<file path="src/rtl/max_pkg.sv">
// Shared types for the frame extreme-value search block.
// Holds the FSM encoding and the ceil-log2 helper.
package max_pkg;

  typedef enum logic [1:0] {
    IDLE = 2'd0,
    ACC  = 2'd1,
    HOLD = 2'd2
  } state_t;

  function automatic int clog2(input int n);
    int r;
    r = 0;
    for (int i = 0; i < 32; i++)
      if ((1 << r) < n) r++;
    return r;
  endfunction

endpackage

</file>
<file path="src/rtl/max_cmp.sv">
// Replacement decision: SEL_A is set when A is strictly
// better than B (greater for MODE=0, smaller for MODE=1).
module max_cmp #(
  parameter int WIDTH  = 12,
  parameter int SIGNED = 0
) (
  input  logic [WIDTH-1:0] A,
  input  logic [WIDTH-1:0] B,
  input  logic             MODE,
  output logic             SEL_A
);

  logic gt;
  logic lt;

  generate
    if (SIGNED != 0) begin : g_s
      assign gt = $signed(A) > $signed(B);
      assign lt = $signed(A) < $signed(B);
    end else begin : g_u
      assign gt = A > B;
      assign lt = A < B;
    end
  endgenerate

  assign SEL_A = MODE ? lt : gt;

endmodule

</file>
<file path="src/rtl/max_frame_search.sv">
// Streams samples of a frame and reports the extreme value,
// its first position and the frame length.
module max_frame_search
  import max_pkg::*;
#(
  parameter int WIDTH     = 12,
  parameter int FRAME_LEN = 64,
  parameter int SIGNED    = 0,
  localparam int IDX_W    = clog2(FRAME_LEN)
) (
  input  logic             CLK,
  input  logic             RST,
  input  logic             MODE,
  input  logic             IN_VALID,
  output logic             IN_READY,
  input  logic [WIDTH-1:0] IN_DATA,
  input  logic             IN_LAST,
  output logic             OUT_VALID,
  input  logic             OUT_READY,
  output logic [WIDTH-1:0] OUT_DATA,
  output logic [IDX_W-1:0] OUT_INDEX,
  output logic [IDX_W:0]   OUT_COUNT
);

  localparam logic [IDX_W:0] FULL = (IDX_W+1)'(FRAME_LEN);
  localparam logic [IDX_W:0] ONE  = (IDX_W+1)'(1);

  state_t           state;
  state_t           state_n;
  logic [WIDTH-1:0] best_q;
  logic [WIDTH-1:0] best_n;
  logic [IDX_W-1:0] idx_q;
  logic [IDX_W-1:0] idx_n;
  logic [IDX_W:0]   cnt_q;
  logic [IDX_W:0]   cnt_n;
  logic             mode_q;
  logic             mode_n;
  logic             rdy_q;
  logic             take;
  logic             close;
  logic             sel;

  assign take     = IN_VALID & rdy_q;
  assign IN_READY = rdy_q;

  max_cmp #(
    .WIDTH (WIDTH),
    .SIGNED(SIGNED)
  ) u_cmp (
    .A    (IN_DATA),
    .B    (best_q),
    .MODE (mode_q),
    .SEL_A(sel)
  );

  always_comb begin
    state_n = state;
    best_n  = best_q;
    idx_n   = idx_q;
    cnt_n   = cnt_q;
    mode_n  = mode_q;
    close   = 1'b0;
    unique case (state)
      IDLE: begin
        if (take) begin
          best_n  = IN_DATA;
          idx_n   = '0;
          cnt_n   = ONE;
          mode_n  = MODE;
          state_n = ACC;
          close   = IN_LAST;
        end
      end
      ACC: begin
        if (take) begin
          cnt_n = cnt_q + ONE;
          if (sel) begin
            best_n = IN_DATA;
            idx_n  = cnt_q[IDX_W-1:0];
          end
          close = IN_LAST | (cnt_n == FULL);
        end
      end
      HOLD: begin
        if (OUT_READY) state_n = IDLE;
      end
      default: state_n = IDLE;
    endcase
    if (close) state_n = HOLD;
  end

  always_ff @(posedge CLK or posedge RST) begin
    if (RST) begin
      state     <= IDLE;
      best_q    <= '0;
      idx_q     <= '0;
      cnt_q     <= '0;
      mode_q    <= 1'b0;
      rdy_q     <= 1'b0;
      OUT_VALID <= 1'b0;
      OUT_DATA  <= '0;
      OUT_INDEX <= '0;
      OUT_COUNT <= '0;
    end else begin
      state  <= state_n;
      best_q <= best_n;
      idx_q  <= idx_n;
      cnt_q  <= cnt_n;
      mode_q <= mode_n;
      // Ready is registered so it drops in the same cycle HOLD begins
      rdy_q  <= (state_n != HOLD);
      if (close) begin
        OUT_VALID <= 1'b1;
        OUT_DATA  <= best_n;
        OUT_INDEX <= idx_n;
        OUT_COUNT <= cnt_n;
      end else if (state == HOLD && OUT_READY) begin
        OUT_VALID <= 1'b0;
      end
    end
  end

endmodule

</file>
<file path="config.mk">
export PLATFORM = sky130hd
export DESIGN_NAME = max_frame_search
export DESIGN_NICKNAME = d
export VERILOG_FILES = /design/src/rtl/max_pkg.sv /design/src/rtl/max_cmp.sv /design/src/rtl/max_frame_search.sv
export SDC_FILE = /design/constraint.sdc
export NUM_CORES = 1
export LEC_CHECK = 0
export CAP_MARGIN = 15
export CORE_MARGIN = 2
export CORE_UTILIZATION = 56
export DETAILED_ROUTE_END_ITERATION = 8
export GPL_TIMING_DRIVEN = 0
export PLACE_DENSITY = 0.9
export SETUP_SLACK_MARGIN = 0.2
export SLEW_MARGIN = 10
export SYNTH_ARGS = -nofsm -noshare
export SYNTH_HDL_FRONTEND = slang
export SYNTH_SLANG_ARGS = --single-unit
export TNS_END_PERCENT = 20
</file>
<file path="constraint.sdc">
create_clock -name CLK -period 2.45 [get_ports CLK]
set_clock_uncertainty 0.15 [all_clocks]
set_input_delay 0.49 -clock CLK [delete_from_list [all_inputs] [get_ports CLK]]
set_output_delay 0.49 -clock CLK [all_outputs]
set_load 0.05 [all_outputs]
</file>
==> qor.csv, run 1 <==
metric;value;unit
drc;0;
failed_checks;negative setup slack;
clock_latency;330;ps
cts_buffers;5;
power_density;1330;nW/um^2
start_util;57.1;%
synth_top_area_share;38.6;%
holdWs;322;ps
crit_family;compound AO/OA/AOI/OAI gates;
crit_path_max_fanout;5;
overflow;0;
ys_warn_count;0;
area_growth;31.3;%
tns;-65.5;ps
yosysUniqueCellTypes;63;
peakVddDrop;0.942;mV
cp.required;2520;ps
cpMaxStageDelayCell;dfrtp_1;
syn_area;3560;um^2
n_antenna_cell;0;
fin_crit_sh;103;%
finalHoldViolCount;0;
gp_congestion;0.929;
tightest_slew;597;ps
hp-class;input pin to flop;
outcome;complete, but fails checks;
clockBufferDepth;2;
arrival;2580;ps
drive_gt1_share;27.7;%
core;6240;um^2
crit_chain;inv_2 -> ha_4 -> nor2b_4 -> o211a_4 -> o2111ai_4 -> and4_4 -> buf_8 -> buf_16 -> o31ai_4 -> o211ai_1;
postPlaceCellArea;4130;um^2
final_area;4680;um^2
wirelength;12100;um
crit_type;flop to flop;
cts_tree;done;
rsz0062_at_grt;yes;
first_iter_violations;478;
critPathMaxStageDelay;430;ps
grt_max_degree;35;
synthesis.nets;398;
synthCells;366;
wire_per_inst;23.5;um
worstSetupStartpointType;flop;
die_area;7020;um^2
maxCapViolations;0;
fillCellCount;392;
yosys-top-cells-area;dfrtp_1 39%, nand2_1 6.8%, ha_1 4.9%;
cellLeakagePower;2.00;nW
io_pins;45;
syn_area_per_cell;9.74;um^2
max_clock_freq;398;MHz
synth_seq_cells;55;
ant_nets;0;
ys_seq_area_share;38.6;%
vias;3535;
die_width;83.8;um
via_per_inst;6.88;
grt_pass1_vias;3478;
portBuffers;44;
chipHeight;83.8;um
drt_first_pass_iters;6;
final_nets;469;
h-tree-depth;2;
cp-end-kind;flop;
period_minus_slack;2510;ps
final.setup.worst_slack;-64.2;ps
cp_num_buf_inv;3;
grt_pass1_wl;17300;um
slew_headroom;60.2;%
root_buffer;clkbuf_8;
synth_top_area_cell;dfrtp_1;
clkTransAtPathRegs;110;ps
rows;29;
finalSetupViolations;2;
slew_viol_final;0;
track_usage;31.2;%
dp_hpwl;6630;um
clock-sinks;55;
antenna_found_initial;0;
-- worst reg2reg max path, cell delays in order, from the launching register on --
cell,delay (ps)
dfrtp_1,430
inv_2,80
ha_4,200
nor2b_4,120
o211a_4,260
o2111ai_4,220
and4_4,280
buf_8,150
buf_16,150
o31ai_4,70
o211ai_1,300
-- layout make-up --
cell class / count / area, um^2 / area share (%)
buffer: 27 / 253 / 5.40
clock buffer: 6 / 82.6 / 1.77
inverter: 20 / 75.1 / 1.60
sequential: 55 / 1380 / 29.4
timing repair buffer: 64 / 613 / 13.1
clock inverter: 1 / 5.00 / 0.107
multi-input combinational: 264 / 2180 / 46.5
tap: 77 / 96.3 / 2.06
-- synth_stat cells (all sizes together) --
cell type / count
or2: 3
a21oi: 13
and4: 3
ha: 14
and4b: 1
o2111ai: 2
a31oi: 2
nand2: 66
nand4: 15
nor4b: 1
and2b: 1
mux2: 9
mux2i: 5
a21o: 4
or3: 1
o211a: 2
o21a: 1
clkbuf: 7
inv: 19
nor2: 9
buf: 20
and3b: 1
nand2b: 1
o41ai: 6
o211ai: 12
a41oi: 1
nand3: 18
clkinv: 1
nor3: 2
a22oi: 12
o31ai: 12
dfrtp: 55
and2: 1
o21ai: 30
nor2b: 5
o22ai: 1
a22o: 10
-- path summary, 6_finish.rpt --
path | from | end | slack [ps] | cells past startpoint
worst max-delay path | best_q[1] | OUT_DATA[7] | -60 | 10
worst min-delay path | IN_DATA[11] | best_q[11] | 320 | 3
worst max register to register | best_q[1] | OUT_DATA[7] | -60 | 10
worst min register to register | OUT_COUNT[0] | OUT_COUNT[0] | 330 | 2
max in group asynchronous | RST | best_q[6] | 1210 | 3
min in group asynchronous | RST | best_q[0] | 350 | 2
-- metal layers --
| metal | global-route usage [%] | vias up | wire length (um) |
|---|---|---|---|
| li1 | - | 1470 | - |
| met1 | 39.6 | 1666 | 4470 |
| met2 | 49.1 | 310 | 5710 |
| met3 | 6.82 | 89 | 1140 |
| met4 | 17.6 | 0 | 755 |
| met5 | 0 | - | 0 |
-- power breakdown --
part / total, mW / internal (mW) / switching (mW) / leakage, nW
sequential: 1.63 / 1.29 / 0.337 / 0.698
combinational: 4.06 / 1.59 / 2.47 / 1.26
clock: 0.538 / 0.223 / 0.315 / 0.0470
-- sequential cells by signal, indices dropped and copies added (netlist names) --
register,count
OUT_DATA,12
best_q,12
OUT_COUNT,7
cnt_q,7
OUT_INDEX,6
idx_q,6
state,2
IN_READY,1
OUT_VALID,1
mode_q,1
-- what timing repair did --
item                       4_1_cts  5_1_grt
gates cloned                     1        0
setup buffers                    9        9
pin swaps                       22       11
setup endpoints to repair       38       42
gates resized for setup         48       23
hold buffers                     0        0
-- layout by cell type (no fill, tap or decap), drive strengths merged, types with 6 or more instances in the layout --
cell type / count
a22oi: 12
dlygate4sd2: 7
o211ai: 12
nand3: 18
a21oi: 13
clkbuf: 15
nor2: 9
o31ai: 12
o41ai: 6
dfrtp: 55
inv: 19
buf: 40
o21ai: 30
clkdlybuf4s50: 32
nand4: 15
mux2: 9
ha: 14
nand2: 66
a22o: 10
-- stage by stage --
| stage | power, mW | utilization (%) | cells | worst slack, ps |
|---|---|---|---|---|
| 6_report | 6.22 | 75.0 | 514 | -64.2 |
| 5_1_grt | 6.47 | 75.0 | 514 | -87.0 |
| 4_1_cts | 5.72 | 72.2 | 505 | 97.0 |
| 3_5_place_dp | 4.80 | 66.2 | 488 | -630 |
| 3_3_place_gp | 4.68 | 65.9 | 487 | -569 |
| 2_1_floorplan | 3.90 | - | 366 | 140 |
-- cell families (layout without fill, tap and decap cells) --
kind of cell | Yosys count | count (layout) | share of synthesized area, %
and+or+nand+nor | 128 | 128 | 18.4
AOI/OAI and AO/OA | 108 | 108 | 25.4
DFF | 55 | 55 | 38.6
buffers and inverters | 47 | 118 | 8.25
adders and majority gates | 14 | 14 | 4.92
muxes | 14 | 14 | 4.46
No activity file was read; power rests on OpenSTA's default activity.
==> run 2, diff against run 1 <==
Settings changed: SLEW_MARGIN 10 to default.
==> results of run 2 <==
Same layout as run 1: the final DEF is identical, and so are final timing and power.
